--- config.mk ---
export PLATFORM = sky130hd
export DESIGN_NAME = quad_encoder_counter
export DESIGN_NICKNAME = d
export VERILOG_FILES = /design/src/rtl/quad_enc_pkg.sv /design/src/rtl/quad_debounce.sv /design/src/rtl/quad_encoder_counter.sv
export SDC_FILE = /design/constraint.sdc
export NUM_CORES = 1
export LEC_CHECK = 0
export ABC_AREA = 1
export CORE_MARGIN = 1
export CORE_UTILIZATION = 55
export CTS_CLUSTER_SIZE = 14
export DETAILED_ROUTE_END_ITERATION = 8
export HOLD_SLACK_MARGIN = 0.05
export PLACE_DENSITY_LB_ADDON = 0.05
export SETUP_SLACK_MARGIN = 0.2
export SYNTH_ARGS = -nofsm -noshare
export SYNTH_HDL_FRONTEND = slang
export SYNTH_SLANG_ARGS = --single-unit
--- constraint.sdc ---
create_clock -name clk -period 5.2 [get_ports clk]
set_input_delay 0.52 -clock clk [delete_from_list [all_inputs] [get_ports clk]]
set_output_delay 0.52 -clock clk [all_outputs]
set_load 0.05 [all_outputs]
--- src/rtl/quad_enc_pkg.sv ---
// Shared encodings for the quadrature encoder counter: resolution select,
// FSM states and the {A,B} phase constants.
package quad_enc_pkg;
  localparam logic [1:0] RES_1X = 2'b00;
  localparam logic [1:0] RES_2X = 2'b01;
  localparam logic [1:0] RES_4X = 2'b10;

  typedef enum logic {
    ST_INIT = 1'b0,
    ST_RUN  = 1'b1
  } state_t;

  localparam logic [1:0] AB_00 = 2'b00;
  localparam logic [1:0] AB_10 = 2'b10;
  localparam logic [1:0] AB_11 = 2'b11;
  localparam logic [1:0] AB_01 = 2'b01;
endpackage

--- src/rtl/quad_debounce.sv ---
// One encoder channel: flop-chain synchroniser followed by a stability filter.
// While i_init is high the filter follows the synchronised input directly.
module quad_debounce #(
  parameter int SYNC_STAGES     = 2,
  parameter int DEBOUNCE_CYCLES = 4
) (
  input  logic clk,
  input  logic reset,
  input  logic i_init,
  input  logic i_raw,
  output logic o_synced,
  output logic o_filtered
);
  localparam int CW = (DEBOUNCE_CYCLES > 1) ? $clog2(DEBOUNCE_CYCLES) : 1;
  localparam logic [CW-1:0] CNT_LAST = CW'(DEBOUNCE_CYCLES - 1);

  logic [SYNC_STAGES-1:0] r_sync;
  logic [CW-1:0]          r_cnt;
  logic                   r_filt;
  logic                   w_synced;

  assign w_synced   = r_sync[SYNC_STAGES-1];
  assign o_synced   = w_synced;
  assign o_filtered = r_filt;

  always_ff @(posedge clk) begin
    if (reset) begin
      r_sync <= '0;
      r_cnt  <= '0;
      r_filt <= 1'b0;
    end else begin
      r_sync <= {r_sync[SYNC_STAGES-2:0], i_raw};
      if (i_init) begin
        r_filt <= w_synced;
        r_cnt  <= '0;
      end else if (w_synced == r_filt) begin
        r_cnt <= '0;
      end else if (r_cnt == CNT_LAST) begin
        r_filt <= w_synced;
        r_cnt  <= '0;
      end else begin
        r_cnt <= r_cnt + CW'(1);
      end
    end
  end
endmodule

--- src/rtl/quad_encoder_counter.sv ---
// Bounded quadrature position counter with 1x/2x/4x decode, saturate or wrap,
// parallel load, step/direction outputs and sticky illegal-transition flag.
module quad_encoder_counter
  import quad_enc_pkg::*;
#(
  parameter int WIDTH           = 8,
  parameter int STEP            = 1,
  parameter int MIN_VAL         = 0,
  parameter int MAX_VAL         = (2**WIDTH) - 1,
  parameter int SYNC_STAGES     = 2,
  parameter int DEBOUNCE_CYCLES = 4
) (
  input  logic             clk,
  input  logic             reset,
  input  logic             a,
  input  logic             b,
  input  logic [1:0]       res_sel,
  input  logic             mode_wrap,
  input  logic             load,
  input  logic [WIDTH-1:0] load_value,
  input  logic             error_clr,
  output logic [WIDTH-1:0] value,
  output logic             dir,
  output logic             step_pulse,
  output logic             error
);
  localparam int EW = WIDTH + 1;
  localparam int IW = $clog2(SYNC_STAGES + 1);
  localparam logic [WIDTH:0] E_MIN  = EW'(MIN_VAL);
  localparam logic [WIDTH:0] E_MAX  = EW'(MAX_VAL);
  localparam logic [WIDTH:0] E_STEP = EW'(STEP);
  localparam logic [WIDTH:0] E_ONE  = EW'(1);
  localparam logic [IW-1:0]  INIT_LAST = IW'(SYNC_STAGES);

  state_t         r_state;
  logic [IW-1:0]  r_init_cnt;
  logic [1:0]     r_prev;
  logic           w_init, w_run;
  logic           w_sync_a, w_sync_b, w_filt_a, w_filt_b;
  logic [1:0]     w_ab, w_synced, w_diff;
  logic           w_up_tr, w_dn_tr, w_a_chg, w_illegal;
  logic           w_up, w_dn;
  logic [WIDTH:0] w_cur, w_sum, w_next, w_ld, w_ld_clamp;

  assign w_init = (r_state == ST_INIT);
  assign w_run  = (r_state == ST_RUN);

  quad_debounce #(.SYNC_STAGES(SYNC_STAGES), .DEBOUNCE_CYCLES(DEBOUNCE_CYCLES)) u_deb_a (
    .clk(clk), .reset(reset), .i_init(w_init), .i_raw(a),
    .o_synced(w_sync_a), .o_filtered(w_filt_a)
  );
  quad_debounce #(.SYNC_STAGES(SYNC_STAGES), .DEBOUNCE_CYCLES(DEBOUNCE_CYCLES)) u_deb_b (
    .clk(clk), .reset(reset), .i_init(w_init), .i_raw(b),
    .o_synced(w_sync_b), .o_filtered(w_filt_b)
  );

  assign w_ab      = {w_filt_a, w_filt_b};
  assign w_synced  = {w_sync_a, w_sync_b};
  assign w_diff    = r_prev ^ w_ab;
  assign w_a_chg   = (w_diff == 2'b10);
  assign w_illegal = w_run && (w_diff == 2'b11);
  assign w_up_tr   = ({r_prev, w_ab} == {AB_00, AB_10}) || ({r_prev, w_ab} == {AB_10, AB_11}) ||
                     ({r_prev, w_ab} == {AB_11, AB_01}) || ({r_prev, w_ab} == {AB_01, AB_00});
  assign w_dn_tr   = ({r_prev, w_ab} == {AB_00, AB_01}) || ({r_prev, w_ab} == {AB_01, AB_11}) ||
                     ({r_prev, w_ab} == {AB_11, AB_10}) || ({r_prev, w_ab} == {AB_10, AB_00});

  always_comb begin
    w_up = 1'b0;
    w_dn = 1'b0;
    case (res_sel)
      RES_1X: begin
        w_up = ({r_prev, w_ab} == {AB_00, AB_10});
        w_dn = ({r_prev, w_ab} == {AB_10, AB_00});
      end
      RES_2X: begin
        w_up = w_up_tr && w_a_chg;
        w_dn = w_dn_tr && w_a_chg;
      end
      default: begin
        w_up = w_up_tr;
        w_dn = w_dn_tr;
      end
    endcase
    w_up = w_up && w_run;
    w_dn = w_dn && w_run;
  end

  // All bound arithmetic is one bit wider so value+STEP cannot overflow.
  always_comb begin
    w_cur  = {1'b0, value};
    w_sum  = w_cur + E_STEP;
    w_next = w_cur;
    if (w_up) begin
      if (w_sum > E_MAX) w_next = mode_wrap ? (E_MIN + (w_sum - E_MAX - E_ONE)) : E_MAX;
      else               w_next = w_sum;
    end else if (w_dn) begin
      if (w_cur < (E_MIN + E_STEP))
        w_next = mode_wrap ? (E_MAX - (E_MIN + E_STEP - w_cur - E_ONE)) : E_MIN;
      else
        w_next = w_cur - E_STEP;
    end
    w_ld       = {1'b0, load_value};
    w_ld_clamp = w_ld;
    if (w_ld < E_MIN)      w_ld_clamp = E_MIN;
    else if (w_ld > E_MAX) w_ld_clamp = E_MAX;
  end

  always_ff @(posedge clk) begin
    if (reset) begin
      r_state    <= ST_INIT;
      r_init_cnt <= '0;
      r_prev     <= 2'b00;
      value      <= E_MIN[WIDTH-1:0];
      dir        <= 1'b0;
      step_pulse <= 1'b0;
      error      <= 1'b0;
    end else begin
      step_pulse <= 1'b0;
      if (w_init) begin
        // prev takes the same value filtered is loading, so RUN starts with no phantom transition.
        r_prev <= w_synced;
        if (r_init_cnt == INIT_LAST) r_state <= ST_RUN;
        else                         r_init_cnt <= r_init_cnt + IW'(1);
      end else begin
        r_prev <= w_ab;
      end
      if (load) begin
        value <= w_ld_clamp[WIDTH-1:0];
      end else if ((w_up || w_dn) && (w_next != w_cur)) begin
        value      <= w_next[WIDTH-1:0];
        dir        <= w_up;
        step_pulse <= 1'b1;
      end
      if (w_illegal)      error <= 1'b1;
      else if (error_clr) error <= 1'b0;
    end
  end
endmodule

-- Word level (Yosys, flattened, before mapping)
Index checks and enable logic that the tools add are counted.
- register bits: 26
- input port bits: 17
- output and inout port bits: 11
- logic and storage cells: 95
- add/subtract/negate cells: 10
- magnitude comparators: 2
- equal/unequal tests: 21
- muxes and demuxes: 22
- bitwise logic cells: 4
- reduce and logical (&&, ||, !) cells: 23
- operator list (cell ; number):
    $mux W9 ; 6
    $sub A9 B1 Y9 const B ; 2
    $eq A4 B4 Y1 const B ; 4
    $mux W8 ; 2
    $mux W1 ; 11
    $eq A2 B2 Y1 const B ; 5
    $add A8 B1 Y9 const B ; 1
    $gt A9 B8 Y1 const B ; 1
    $ne A9 B8 Y1 ; 1
    $sub A1 B8 Y9 const A ; 1
    $sub A8 B1 Y9 const B ; 1
    $sub A8 B9 Y9 const A ; 1
    $sub A9 B8 Y9 const B ; 1
    $eq A4 B3 Y1 const B ; 2
    $lt A8 B1 Y1 const B ; 1
    $reduce_and A2 Y1 ; 4
    $reduce_or A4 Y1 ; 2
    $logic_or A1 B1 Y1 ; 7
    $add A2 B1 Y2 const B ; 3
    $logic_and A1 B1 Y1 ; 6
    $eq A4 B1 Y1 const B ; 1
    $eq A4 B2 Y1 const B ; 1
    $ne A2 B1 Y1 const B ; 2
    $ne A2 B2 Y1 const B ; 2
    other kinds (9) ; 14

-- Depth between registers and ports, before layout
- depth after elaboration: 13
- mapped depth: 18
- mapped depth without buffers: 17

-- Hierarchy
A second synthesis with hierarchy kept.
- cells, all modules: 267
- area, all modules: 1730.4 µm²
- modules (own cells, without submodules) (module ; instances ; cells each ; area each (µm²) ; seq. area each (µm²)):
    quad_encoder_counter ; 1 ; 213 ; 1330.0 ; 320.3
    quad_debounce ; 2 ; 27 ; 200.2 ; 100.1

-- Worst setup path after synthesis
OpenSTA, ideal clock, no wires.
- path type: reg-to-reg
- start point: register value[0]
- end point: register dir
- setup time: 0.113 ns
- arrival: 2.206 ns
- data required time: 5.087 ns
- slack: 2.881 ns
- stages on the path, launching flop included: 16
- period minus slack after synthesis: 2.319 ns
- path through: dfxtp_1 inv_1 ha_1 nand2_1 nor2_1 nand2_1 nor2_1 nand4_2 nand3_2 nand2_1 nand2_1 nand3_2 nand2_2 nand2_1 nand2_1 nor2_1
- cells in the longest elaborated chain, start to end: 10
- RTL lines (what ; RTL line ; source):
    from (decl) ; quad_encoder_counter.sv:22 ; output logic [WIDTH-1:0] value,
    from (signal assigned) ; quad_encoder_counter.sv:113 ; value <= E_MIN[WIDTH-1:0];
    from (signal assigned) ; quad_encoder_counter.sv:128 ; value <= w_ld_clamp[WIDTH-1:0];
    from (signal assigned) ; quad_encoder_counter.sv:130 ; value <= w_next[WIDTH-1:0];
    $sub A1 B8 Y9 ; quad_encoder_counter.sv:98 ; w_next = mode_wrap ? (E_MAX - (E_MIN + E_STEP - w_cur - E_ONE)) : E_MIN;
    $sub A9 B1 Y9 ; quad_encoder_counter.sv:98 ;
    $sub A8 B9 Y9 ; quad_encoder_counter.sv:98 ;
    $mux W9 ; quad_encoder_counter.sv:98 ;
    $mux W9 ; quad_encoder_counter.sv:97 ; if (w_cur < (E_MIN + E_STEP))
    $mux W9 ; quad_encoder_counter.sv:96 ; end else if (w_dn) begin
    $mux W9 ; quad_encoder_counter.sv:93 ; if (w_up) begin
    $ne A9 B8 Y1 (*) ; quad_encoder_counter.sv:129 ; end else if ((w_up || w_dn) && (w_next != w_cur)) begin
    $logic_and A1 B1 Y1 (*) ; quad_encoder_counter.sv:129 ;
    $reduce_and A2 Y1 (no source line) (*) ; -- ;
    to (signal assigned) ; quad_encoder_counter.sv:131 ; dir <= w_up;
    to (decl) ; quad_encoder_counter.sv:23 ; output logic dir,
Every way passes the cells marked *; elsewhere a longest branch is shown, timed or not.
A chain may end at the register's enable or synchronous reset.

-- Worst setup path after layout
Same ends and word-level chain as after synthesis.

==> flow_summary.yaml <==
status:
  status: "finished with violations"
  violations: "design-rule violations"
min_path:
  min_from: "u_deb_b.r_sync[0]$_SDFF_PP0_"
  min_path_type: "flip-flop to flip-flop"
setup_path:
  crit_top_cell: "nand2_1"
  start_kind: "flip-flop"
  critPathKind: "flip-flop to flip-flop"
  critPathArrivalTime_ns: 2.46
  slowest_delay_ns: 0.52
  rr_startpoint: "value[0]$_SDFFE_PP0P_"
  cp.required_ns: 5.44
  cp-end-kind: "flip-flop"
  cp_cell_sequence: "inv_1 > ha_1 > nand2_1 > nor2_1 > nand2_1 > nor2_1 > nand4_2 > nand3_2 > nand2_1 > nand2_1 > nand3_2 > nand2_2 > nand2_1 > nand2_1 > nor2_1"
  crit_fanout: 9
  crit_start: "value[0]$_SDFFE_PP0P_"
  crit_path_top_delay_cell: "dfxtp_1"
floorplanning:
  start_util_pct: 59.01
  core_sq_um: 2805
  die_h_um: 56.86
  rows: 19
  dieArea_sq_um: 3233
  die_w_um: 56.86
  pin_count: 28
yosys:
  synth-adder-area-share_pct: 4.535
  yosys.area_share.simple_pct: 36.96
  async_flop_share_pct: 0
  synth-edff-count: 0
  synth_mux_area_share_pct: 0
  synth-xor-area-share_pct: 2.646
  syn_avg_cell_area_sq_um: 6.543
  synth_seq_cells: 26
  syn_inst: 253
  synth_top_family_by_area: "simple AND/OR/NAND/NOR gates"
  synth_cell_types: 33
  synth_compound_area_share_pct: 12.62
  synth_nets: 276
  yosysSeqAreaShare_pct: 31.44
  synthFlopType: "dfxtp_1"
  netlist_area_sq_um: 1655
  ys_warn_count: 0
timing:
  final.period_utilization_pct: 42.83
  slew_viol_final: 0
  worst_slew_pin_slew_ns: 0.5715
  slew_headroom_pct: 61.78
  setup_viol: 0
  rsz0062_at_grt: "no"
  fin_worst_skew_ns: 0.004302
  fmax_mhz: 449.0
  hold_violations: 0
  fin_setup_tns_ns: 0
  period_needed_ns: 2.227
routing:
  routedWlPerCell_um: 11.51
  ant_nets: 0
  viasPerCell: 5.422
  vias: 1670
  totalWireLength_um: 3546
  firstDrtPassIters: 6
  route.detailed.drc: 2
  drtIter0Drc: 66
clock_network:
  cts-root-buf: "clkbuf_4"
  cts_made_buffers: 3
  clk_pin_slew_ns: 0.14
  cts_hold_buf: 0
  cts_resized: 0
  numClockSinks: 26
  cts_buffer_depth: 2
  h-tree-depth: 1
  postCtsSetupBuffers: 0
  cts_tree: "built"
  worstSkewPairLatency_ns: 0.32
global_route:
  grt_pass1_wl_um: 6216
  grt_pass1_vias: 1488
  overflow: 0
  grt.total_usage_pct: 24.14
  antenna_found_initial: 0
  grt_max_degree: 17
place:
  globalplace.congestion: 0.9172
  port_buffers: 27
  dp_hpwl_um: 2766
finish:
  area_growth_pct: 19.05
  fin_nets: 301
  drive_gt1_share_pct: 7.581
  diodes: 0
power_and_ir_drop:
  powerDensity_nw_per_um2: 297.3
  p_clk_share_pct: 23.6
  p_comb_share_pct: 33.4
  p_seq_share_pct: 43.0
  p_leak_nw: 0.9412
  irDropWorstVdd_uv: 205.3
  p_int_mw: 0.3740
  finalPower_mw: 0.5858
  p_sw_mw: 0.2118
  swShare_pct: 36.15
job:
  cap_violations: 0
-- cells in the final DEF (no fill, tap or decap) --
| master | n |
|---|---|
| nor3_2 | 1 |
| nand3_2 | 2 |
| nand4_1 | 8 |
| xor2_1 | 4 |
| a21oi_1 | 17 |
| ha_1 | 6 |
| nor2_4 | 1 |
| xnor2_1 | 1 |
| o21ai_0 | 14 |
| nor3_1 | 1 |
| dfxtp_1 | 26 |
| clkdlybuf4s50_1 | 27 |
| o21ai_2 | 1 |
| bufinv_16 | 1 |
| or2_2 | 1 |
| o211ai_1 | 2 |
| clkbuf_4 | 3 |
| nor2_2 | 2 |
| inv_1 | 34 |
| a31oi_1 | 1 |
| o21a_1 | 1 |
| nand2_2 | 4 |
| o31ai_1 | 1 |
| inv_2 | 2 |
| o2111ai_1 | 1 |
| inv_4 | 1 |
| clkinv_1 | 2 |
| nand2_4 | 1 |
| nor2_1 | 26 |
| nand3_1 | 28 |
| nand4_2 | 1 |
| nand2_1 | 56 |
-- worst paths after layout --
| check | endpoint | slack, ns | cells past startpoint |
|---|---|---|---|
| max reg2reg | dir$_SDFFE_PP0P_ | 2.97 | 15 |
| min | u_deb_b.r_sync[1]$_SDFF_PP0_ | 0.42 | 2 |
| max | dir$_SDFFE_PP0P_ | 2.97 | 15 |
| min reg2reg | u_deb_b.r_sync[1]$_SDFF_PP0_ | 0.42 | 2 |
-- layer usage --
layer / GRT usage, % / share of wire (%)
met3: 4.378 / 7.6
met5: 0 / 0
met1: 32.76 / 47
met2: 40.82 / 45
met4: 3.484 / 0.28
-- cell families (layout without fill, tap and decap cells) --
| kind of cell | after synthesis | count (layout) |
|---|---|---|
| AOI/OAI and AO/OA | 38 | 38 |
| xor gates and xnor gates | 5 | 5 |
| adders and majority gates | 6 | 6 |
| buffers and inverters | 46 | 70 |
| DFF | 26 | 26 |
| and+or+nand+nor | 132 | 132 |
-- power by group through the flow --
stage / sequential (mW) / clock, mW / combinational, mW
after global placement: 0.256 / 0 / 0.191
after CTS: 0.252 / 0.142 / 0.195
after detailed placement: 0.256 / 0 / 0.195
after global routing: 0.257 / 0.148 / 0.222
after floorplan: 0.269 / 0 / 0.133
final: 0.252 / 0.138 / 0.196
-- sequential cells by signal (all words and copies together), names as in the netlist, 2 cells and up --
register and count:
u_deb_a.r_cnt 2, r_init_cnt 2, u_deb_a.r_sync 2, u_deb_b.r_sync 2, value 8, r_prev 2, u_deb_b.r_cnt 2
-- cells in the mapped netlist, types with 2 or more instances --
cell type   n  share of area (%)
clkbuf_1    2               0.45
buf_4       3                1.4
a21oi_1    17                5.1
dfxtp_1    26                 31
nand3_1    28                8.5
o211ai_1    2               0.91
clkinv_1    2               0.45
nand2_2     4                1.5
nand4_1     8                3.0
nand3_2     2                1.2
ha_1        6                4.5
nor2_1     26                5.9
xor2_1      4                2.1
nor2_2      2               0.76
inv_1      34                7.7
inv_2       2               0.45
nand2_1    56                 13
o21ai_0    14                4.2
-- through the flow --
stage	utilization, %	hold WS, ns	instances	worst slack [ns]	cell area (sq um)
floorplan	-	0.3883	253	2.881	1655
global placement	68.38	0.3908	304	2.935	1918
global route	70.25	0.4380	308	2.672	1971
detailed placement	68.38	0.4002	304	2.890	1918
finish	70.25	0.4161	308	2.973	1971
CTS	70.25	0.4195	308	2.964	1971
-- critical path, delay by kind of cell, from the launching register on --
| family | cells | cell delay, ns |
|---|---|---|
| simple gates | 13 | 1.10 |
| flops | 1 | 0.52 |
| fa+ha+maj | 1 | 0.34 |
| buf+inv | 1 | 0.20 |
-- layout make-up --
cell class,count,area [sq um]
repair buffers,27,270.3
clock buffers,3,22.52
multi-input cells,181,939.7
well taps,31,38.79
inverters,39,148.9
clock inverters,1,30.03
flip-flops and latches,26,520.5
fillers,256,834.6
Note: power is estimated with default switching activity, not from simulation.
